$ cat src/rtl/regfile_rename_pkg.sv
// Shared widths and constants for the rename register file slice.
// COMMIT_BYPASS_EN (in rtl/regfile_rename_rf_read_port.sv) selects same-cycle commit forwarding.
package regfile_rename_pkg;
   localparam int REG_WIDTH = 5;
   localparam int VAL_WIDTH = 32;
   localparam int ID_WIDTH  = 5;
   // Label value meaning "no pending producer, register value is valid".
   localparam logic [ID_WIDTH-1:0] LABEL_READY = '0;
endpackage

$ cat src/rtl/regfile_rename_if.sv
// Issue/read/commit bus between the ROB/decoder side (master) and the register file (slave).
// Every field is a qualified strobe plus payload. No backpressure: the file accepts each strobe in the cycle it is raised.
interface regfile_rename_if
   import regfile_rename_pkg::*;
#(
   parameter int ID_W  = ID_WIDTH,
   parameter int VAL_W = VAL_WIDTH
) ();
   logic                 iss_en;
   logic [REG_WIDTH-1:0] iss_rd;
   logic [ID_W-1:0]      iss_tag;
   logic [REG_WIDTH-1:0] rs1_idx;
   logic [REG_WIDTH-1:0] rs2_idx;
   logic [ID_W-1:0]      rs1_label;
   logic [ID_W-1:0]      rs2_label;
   logic [VAL_W-1:0]     rs1_val;
   logic [VAL_W-1:0]     rs2_val;
   logic                 cmt_en;
   logic [REG_WIDTH-1:0] cmt_rd;
   logic [VAL_W-1:0]     cmt_val;
   logic [ID_W-1:0]      cmt_tag;

   modport master (
      output iss_en, iss_rd, iss_tag, rs1_idx, rs2_idx,
      output cmt_en, cmt_rd, cmt_val, cmt_tag,
      input  rs1_label, rs2_label, rs1_val, rs2_val
   );

   modport slave (
      input  iss_en, iss_rd, iss_tag, rs1_idx, rs2_idx,
      input  cmt_en, cmt_rd, cmt_val, cmt_tag,
      output rs1_label, rs2_label, rs1_val, rs2_val
   );
endinterface

$ cat src/rtl/regfile_rename_rf_read_port.sv
// Combinational operand read port: x0 forcing plus optional commit forwarding.
// Forwarding is enabled by defining COMMIT_BYPASS_EN.
module rf_read_port
   import regfile_rename_pkg::*;
#(
   parameter int NREG  = 32,
   parameter int ID_W  = ID_WIDTH,
   parameter int VAL_W = VAL_WIDTH
) (
   input  logic [REG_WIDTH-1:0] idx,
   input  logic [VAL_W-1:0]     vals   [NREG],
   input  logic [ID_W-1:0]      labels [NREG],
   input  logic                 rdy,
   input  logic                 cmt_en,
   input  logic [REG_WIDTH-1:0] cmt_rd,
   input  logic [VAL_W-1:0]     cmt_val,
   input  logic [ID_W-1:0]      cmt_tag,
   output logic [ID_W-1:0]      label,
   output logic [VAL_W-1:0]     val
);

   always_comb begin
      label = ID_W'(LABEL_READY);
      val   = '0;
      if (idx != '0) begin
         label = labels[idx];
         val   = vals[idx];
`ifdef COMMIT_BYPASS_EN
         // Only the tag that still owns the register may resolve the operand early.
         if (rdy && cmt_en && (cmt_rd == idx) && (labels[idx] == cmt_tag)) begin
            label = ID_W'(LABEL_READY);
            val   = cmt_val;
         end
`endif
      end
   end

`ifndef COMMIT_BYPASS_EN
   logic unused_cmt;
   assign unused_cmt = ^{rdy, cmt_en, cmt_rd, cmt_val, cmt_tag};
`endif

endmodule

$ cat src/rtl/regfile_rename.sv
// Architectural register file with per-register rename labels (x0 hardwired to zero).
// Optional same-cycle commit forwarding on reads: define COMMIT_BYPASS_EN.
module regfile_rename
   import regfile_rename_pkg::*;
#(
   parameter int NREG  = 32,
   parameter int ID_W  = ID_WIDTH,
   parameter int VAL_W = VAL_WIDTH
) (
   input  logic             clk,
   input  logic             rst_in,
   input  logic             rdy_in,
   input  logic             flush_in,
   regfile_rename_if.slave  bus
);

   logic [VAL_W-1:0] vals   [NREG];
   logic [ID_W-1:0]  labels [NREG];

   logic iss_fire;
   logic cmt_fire;
   logic cmt_owns;

   assign iss_fire = rdy_in && bus.iss_en && !flush_in && (bus.iss_rd != '0);
   assign cmt_fire = rdy_in && bus.cmt_en && (bus.cmt_rd != '0);
   assign cmt_owns = (labels[bus.cmt_rd] == bus.cmt_tag);

   // Statement order encodes priority: flush clears, commit releases its own tag,
   // and a same-cycle issue overrides both for its destination.
   always_ff @(posedge clk or posedge rst_in) begin
      if (rst_in) begin
         for (int i = 0; i < NREG; i++) begin
            vals[i]   <= '0;
            labels[i] <= ID_W'(LABEL_READY);
         end
      end else if (rdy_in) begin
         if (flush_in) begin
            for (int i = 0; i < NREG; i++) begin
               labels[i] <= ID_W'(LABEL_READY);
            end
         end
         if (cmt_fire) begin
            vals[bus.cmt_rd] <= bus.cmt_val;
            if (cmt_owns) begin
               labels[bus.cmt_rd] <= ID_W'(LABEL_READY);
            end
         end
         if (iss_fire) begin
            labels[bus.iss_rd] <= bus.iss_tag;
         end
      end
   end

   rf_read_port #(.NREG(NREG), .ID_W(ID_W), .VAL_W(VAL_W)) u_rd1 (
      .idx     (bus.rs1_idx),
      .vals    (vals),
      .labels  (labels),
      .rdy     (rdy_in),
      .cmt_en  (bus.cmt_en),
      .cmt_rd  (bus.cmt_rd),
      .cmt_val (bus.cmt_val),
      .cmt_tag (bus.cmt_tag),
      .label   (bus.rs1_label),
      .val     (bus.rs1_val)
   );

   rf_read_port #(.NREG(NREG), .ID_W(ID_W), .VAL_W(VAL_W)) u_rd2 (
      .idx     (bus.rs2_idx),
      .vals    (vals),
      .labels  (labels),
      .rdy     (rdy_in),
      .cmt_en  (bus.cmt_en),
      .cmt_rd  (bus.cmt_rd),
      .cmt_val (bus.cmt_val),
      .cmt_tag (bus.cmt_tag),
      .label   (bus.rs2_label),
      .val     (bus.rs2_val)
   );

endmodule

$ cat src/flat_wrapper.sv
// flat-port wrapper written by rule: the top's interface ports become plain ports
module regfile_rename_flat import regfile_rename_pkg::*;
#(
   parameter int NREG  = 32,
   parameter int ID_W  = ID_WIDTH,
   parameter int VAL_W = VAL_WIDTH
)
  (clk, rst_in, rdy_in, flush_in, bus_iss_en, bus_iss_rd, bus_iss_tag, bus_rs1_idx, bus_rs2_idx, bus_cmt_en, bus_cmt_rd, bus_cmt_val, bus_cmt_tag, bus_rs1_label, bus_rs2_label, bus_rs1_val, bus_rs2_val);
  regfile_rename_if #(.ID_W(ID_W), .VAL_W(VAL_W)) bus_i ();
  input  logic clk;
  input  logic rst_in;
  input  logic rdy_in;
  input  logic flush_in;
  input wire logic [$bits(bus_i.iss_en)-1:0] bus_iss_en;
  input wire logic [$bits(bus_i.iss_rd)-1:0] bus_iss_rd;
  input wire logic [$bits(bus_i.iss_tag)-1:0] bus_iss_tag;
  input wire logic [$bits(bus_i.rs1_idx)-1:0] bus_rs1_idx;
  input wire logic [$bits(bus_i.rs2_idx)-1:0] bus_rs2_idx;
  input wire logic [$bits(bus_i.cmt_en)-1:0] bus_cmt_en;
  input wire logic [$bits(bus_i.cmt_rd)-1:0] bus_cmt_rd;
  input wire logic [$bits(bus_i.cmt_val)-1:0] bus_cmt_val;
  input wire logic [$bits(bus_i.cmt_tag)-1:0] bus_cmt_tag;
  output wire logic [$bits(bus_i.rs1_label)-1:0] bus_rs1_label;
  output wire logic [$bits(bus_i.rs2_label)-1:0] bus_rs2_label;
  output wire logic [$bits(bus_i.rs1_val)-1:0] bus_rs1_val;
  output wire logic [$bits(bus_i.rs2_val)-1:0] bus_rs2_val;
  assign bus_i.iss_en = bus_iss_en;
  assign bus_i.iss_rd = bus_iss_rd;
  assign bus_i.iss_tag = bus_iss_tag;
  assign bus_i.rs1_idx = bus_rs1_idx;
  assign bus_i.rs2_idx = bus_rs2_idx;
  assign bus_i.cmt_en = bus_cmt_en;
  assign bus_i.cmt_rd = bus_cmt_rd;
  assign bus_i.cmt_val = bus_cmt_val;
  assign bus_i.cmt_tag = bus_cmt_tag;
  assign bus_rs1_label = bus_i.rs1_label;
  assign bus_rs2_label = bus_i.rs2_label;
  assign bus_rs1_val = bus_i.rs1_val;
  assign bus_rs2_val = bus_i.rs2_val;
  regfile_rename #(.NREG(NREG), .ID_W(ID_W), .VAL_W(VAL_W)) u_core (.clk(clk), .rst_in(rst_in), .rdy_in(rdy_in), .flush_in(flush_in), .bus(bus_i));
endmodule
$ cat config.mk
export PLATFORM = sky130hd
export DESIGN_NAME = regfile_rename_flat
export DESIGN_NICKNAME = d
export VERILOG_FILES = /design/src/rtl/regfile_rename_pkg.sv /design/src/rtl/regfile_rename_if.sv /design/src/rtl/regfile_rename_rf_read_port.sv /design/src/rtl/regfile_rename.sv /design/src/flat_wrapper.sv
export SDC_FILE = /design/constraint.sdc
export NUM_CORES = 2
export LEC_CHECK = 0
export BUFFER_PORTS_ARGS = -buffer_cell sky130_fd_sc_hd__buf_2
export CORE_MARGIN = 1.5
export CORE_UTILIZATION = 59
export CTS_BUF_LIST = sky130_fd_sc_hd__clkbuf_4
export DETAILED_ROUTE_END_ITERATION = 8
export PLACE_DENSITY = 0.88
export SYNTH_ARGS = -nofsm -noshare
export SYNTH_HDL_FRONTEND = slang
export SYNTH_SLANG_ARGS = --single-unit
$ cat constraint.sdc
create_clock -name clk -period 44.9 [get_ports clk]
set_input_delay 8.98 -clock clk [delete_from_list [all_inputs] [get_ports clk]]
set_output_delay 8.98 -clock clk [all_outputs]
set_load 0.005 [all_outputs]
==> metrics.md <==
| Metric | Value |
|---|---|
| PwrDens | 39.7 nW/µm² |
| Class of the worst hold path | reg2reg |
| CP max stage cell | buf_4 |
| Critical Path Start Type | input pin |
| Area leader, netlist | dfrtp_1 |
| PostCTS Resize Cnt | 0 |
| Worst flop-to-flop path endpoint | u_core.labels[72] |
| Syn nets | ~4800 |
| Inst Count DP | a little under 6000 |
| DRT iter0 DRCs | roughly 6300 |
| Post-synth top area share | between 40 and 50% |
| CTS tree | built |
| Register area share after synthesis | a little under half |
| Crit-path max FO | 67 |
| Antenna violations before repair | 9 |
| Starting Density | ~60% |
| Htree depth | 5 |
| Distinct cells, synth | 35 |
| Async S/R FF share, synth | 100% |
| Period utilization | roughly half |
| Levels on crit path | 9 |
| Vias in the first global route | roughly 50000 |
| Max Clock Skew | 112 ps |
| DIE WIDTH | 336 µm |
| DRT Pass-1 Iters | 6 |
| CTS Sinks | between 1000 and 1500 |
| RSZ-0062 raised after global routing | no |
| Hold Fails Final Rpt | 0 |
| Detail Placement HPWL | around 110000 µm |
| Largest net degree at the start of global routing | roughly 180 |
| Status | finished, final reports clean |
| Global Route Usage Sum | 35.4% |
| Worst Tran Pin Value | between 1000 and 1500 ps |
| DR vias | about 46000 |
| Layout net count | 4813 |
| WP data arrival | ~14000 ps |
| Relative slew slack | between 10% and 20% |
| DRC violations left | 0 |
| Worst-path clk slew | approximately 60 ps |
| CP Cell Sequence | buf_8 > buf_4 > buf_4 > buf_4 > mux4_2 > mux4_2 > mux2i_1 > nor2_1 > buf_2 |
| GR Overflow Total | 0 |
| First-pass GRT wire length | approximately 300000 µm |
| Antenna Nets Post-Route | 0 |
| Power Total | ~0.0028 W |
| Global placement routability congestion | slightly above 0.9 |
| Synth Warn # | 0 |
| Hold buffer count at CTS | 0 |
| Port-buffer cells | between 100 and 150 |
| Final min period | about 23000 ps |
| F_max | approximately 0.044 GHz |
| CP Buf/Inv Count | 5 |
| Mapped Avg Cell Area | ~14 µm² |
| Worst r2r path cells | 8 |
| Crit Path Class | in2out |
| Register-to-register setup slack | 41420 ps |
| Chip Height | around 340 µm |
| Core footprint | around 110000 µm² |
| Worst setup path endpoint | bus_rs1_val[18] |
| Longest Clk Path Bufs | 4 |
| Worst setup EP type | output pin |
| Max VDD drop | ~0.024 mV |
| Worst skew pair latency | about 1200 ps |
| TritonCTS buffer count | 314 |
| Largest delay share family, worst path | buffers and inverters |
| Reg2reg start | u_core.labels[8] |
| Post-synth top flop | dfrtp_1 |
| Max-cap violation count | 0 |
| Vias per Instance | between 7 and 8 |
| Post-Route WL | approximately 190000 µm |
| Area grow syn2layout | 8.25% |
| Fin cells | between 6000 and 7000 |
| CTS Root Cell | clkbuf_4 |
| Required @ worst endpoint | 35920 ps |
| CP startpoint | bus_rs1_idx[1] |
| Fraction of layout instances using a drive strength above 1 | a little under half |
| TNS Setup | 0 ps |
| Post-CTS Setup Bufs | 0 |
| Seq cells post-synth | 1184 |
| Area contributors post-synth | dfrtp_1, mux4_2, mux2_2 |
| Wirelength per Cell | slightly above 30 µm |
| Area of the die | roughly 110000 µm² |
| Top Ports | about 140 |
| Mapped Area | ~65000 µm² |
| Leak | ~33 nW |
| Std cell rows | 121 |
| Cell mode on critical path | buf_4 |
| Cells after Synth | between 4000 and 5000 |
| Number of synthesized flops with an enable pin | 0 |
| Max stage delay on crit path | about 890 ps |
| Setup violations, final | 0 |
| Slew Limit Fails | 0 |
## where the power goes
group / internal, W / switching (W) / leakage (nW) / total (W)
clock network: 0.000477 / 0.000454 / 2.18 / 0.000932
logic: 0.000307 / 0.000234 / 15.2 / 0.000541
registers: 0.00121 / 0.000127 / 15.8 / 0.00134
## state kept, by name (all words and copies together) (netlist names)
register,flops
u_core.vals,1024
u_core.labels,160
## cell type report
cell class	instances	area (µm²)
Antenna cell	7	17.5
Clock inverter	60	430
Sequential cell	1184	29600
Multi-Input combinational cell	2851	33400
Inverter	163	619
Clock buffer	430	3230
Fill cell	7220	38600
Timing Repair Buffer	231	1480
Tap cell	1476	1850
## layout by cell type, fill, tap and decap left out, types with 4 or more instances in the layout
cell type and count:
o22ai_1 159, buf_2 130, nor3b_1 4, buf_4 92, buf_8 4, nand2b_1 33
inv_1 157, clkbuf_4 430, a41oi_1 11, clkinv_1 39, diode_2 7, a21o_1 155
or4_1 5, bufinv_16 7, dfrtp_1 1184, nor2_1 85, mux4_2 775, mux2_2 810
inv_2 8, nor2_4 15, nand3_2 4, mux2i_1 81, a31oi_1 20, nor3_2 5
clkinv_2 8, nor3_1 5, and2_1 7, nand2_1 624, a22oi_1 9, nor2b_1 6
nand2_2 10
## synthesized netlist by cell type (11+ instances only)
| cell | count |
|---|---|
| dfrtp_1 | 1184 |
| mux2_2 | 810 |
| mux4_2 | 775 |
| nand2_1 | 635 |
| clkbuf_1 | 365 |
| inv_1 | 163 |
| o22ai_1 | 159 |
| a21o_1 | 155 |
| buf_1 | 109 |
| nor2_1 | 100 |
| mux2i_1 | 81 |
| nand2b_1 | 33 |
| a31oi_1 | 20 |
| a41oi_1 | 11 |
| buf_2 | 11 |
## stage by stage
| step | setup slack (ps) | hold WS (ps) | cell area [µm²] | utilization, % |
|---|---|---|---|---|
| after CTS | 22300 | 397 | 70700 | 64.6 |
| after floorplan | 2570 | 441 | 65300 | - |
| after global placement | 22400 | 377 | 67000 | 61.3 |
| final | 22250 | 402 | 70700 | 64.7 |
| after detailed placement | 22320 | 384 | 67000 | 61.3 |
| after global routing | 22170 | 411 | 70700 | 64.7 |
## per-layer routing
metal	vias up	global-route usage [%]	wire, µm
met2	3820	52.7	89200
met4	6	24.6	14700
met1	23545	43.7	64300
met3	1059	12.3	26200
li1	17838	-	-
met5	-	0	42
## kinds of logic (layout without fill, tap and decap cells)
logic type / Yosys count / in the layout / synth area share [%]
and+or+nand+nor: 822 / 822 / 5.07
DFF: 1184 / 1184 / 45.4
muxes: 1666 / 1666 / 41.9
AOI/OAI and AO/OA: 363 / 363 / 3.86
buffers and inverters: 648 / 884 / 3.75
other: 0 / 7 / 0
## how the worst min path moves through the flow
stage / slack [ps] / to / startpoint / cells after the start
global route: 410 / u_core.vals[1012] / u_core.vals[1012] / 0
CTS: 400 / u_core.vals[997] / u_core.vals[997] / 0
floorplan: 440 / u_core.vals[1000] / u_core.vals[1000] / 1
global placement: 380 / u_core.vals[999] / u_core.vals[999] / 0
detailed placement: 380 / u_core.vals[997] / u_core.vals[997] / 0
finish: 400 / u_core.vals[1023] / u_core.vals[1023] / 0
No activity file was read; power rests on OpenSTA's default activity.
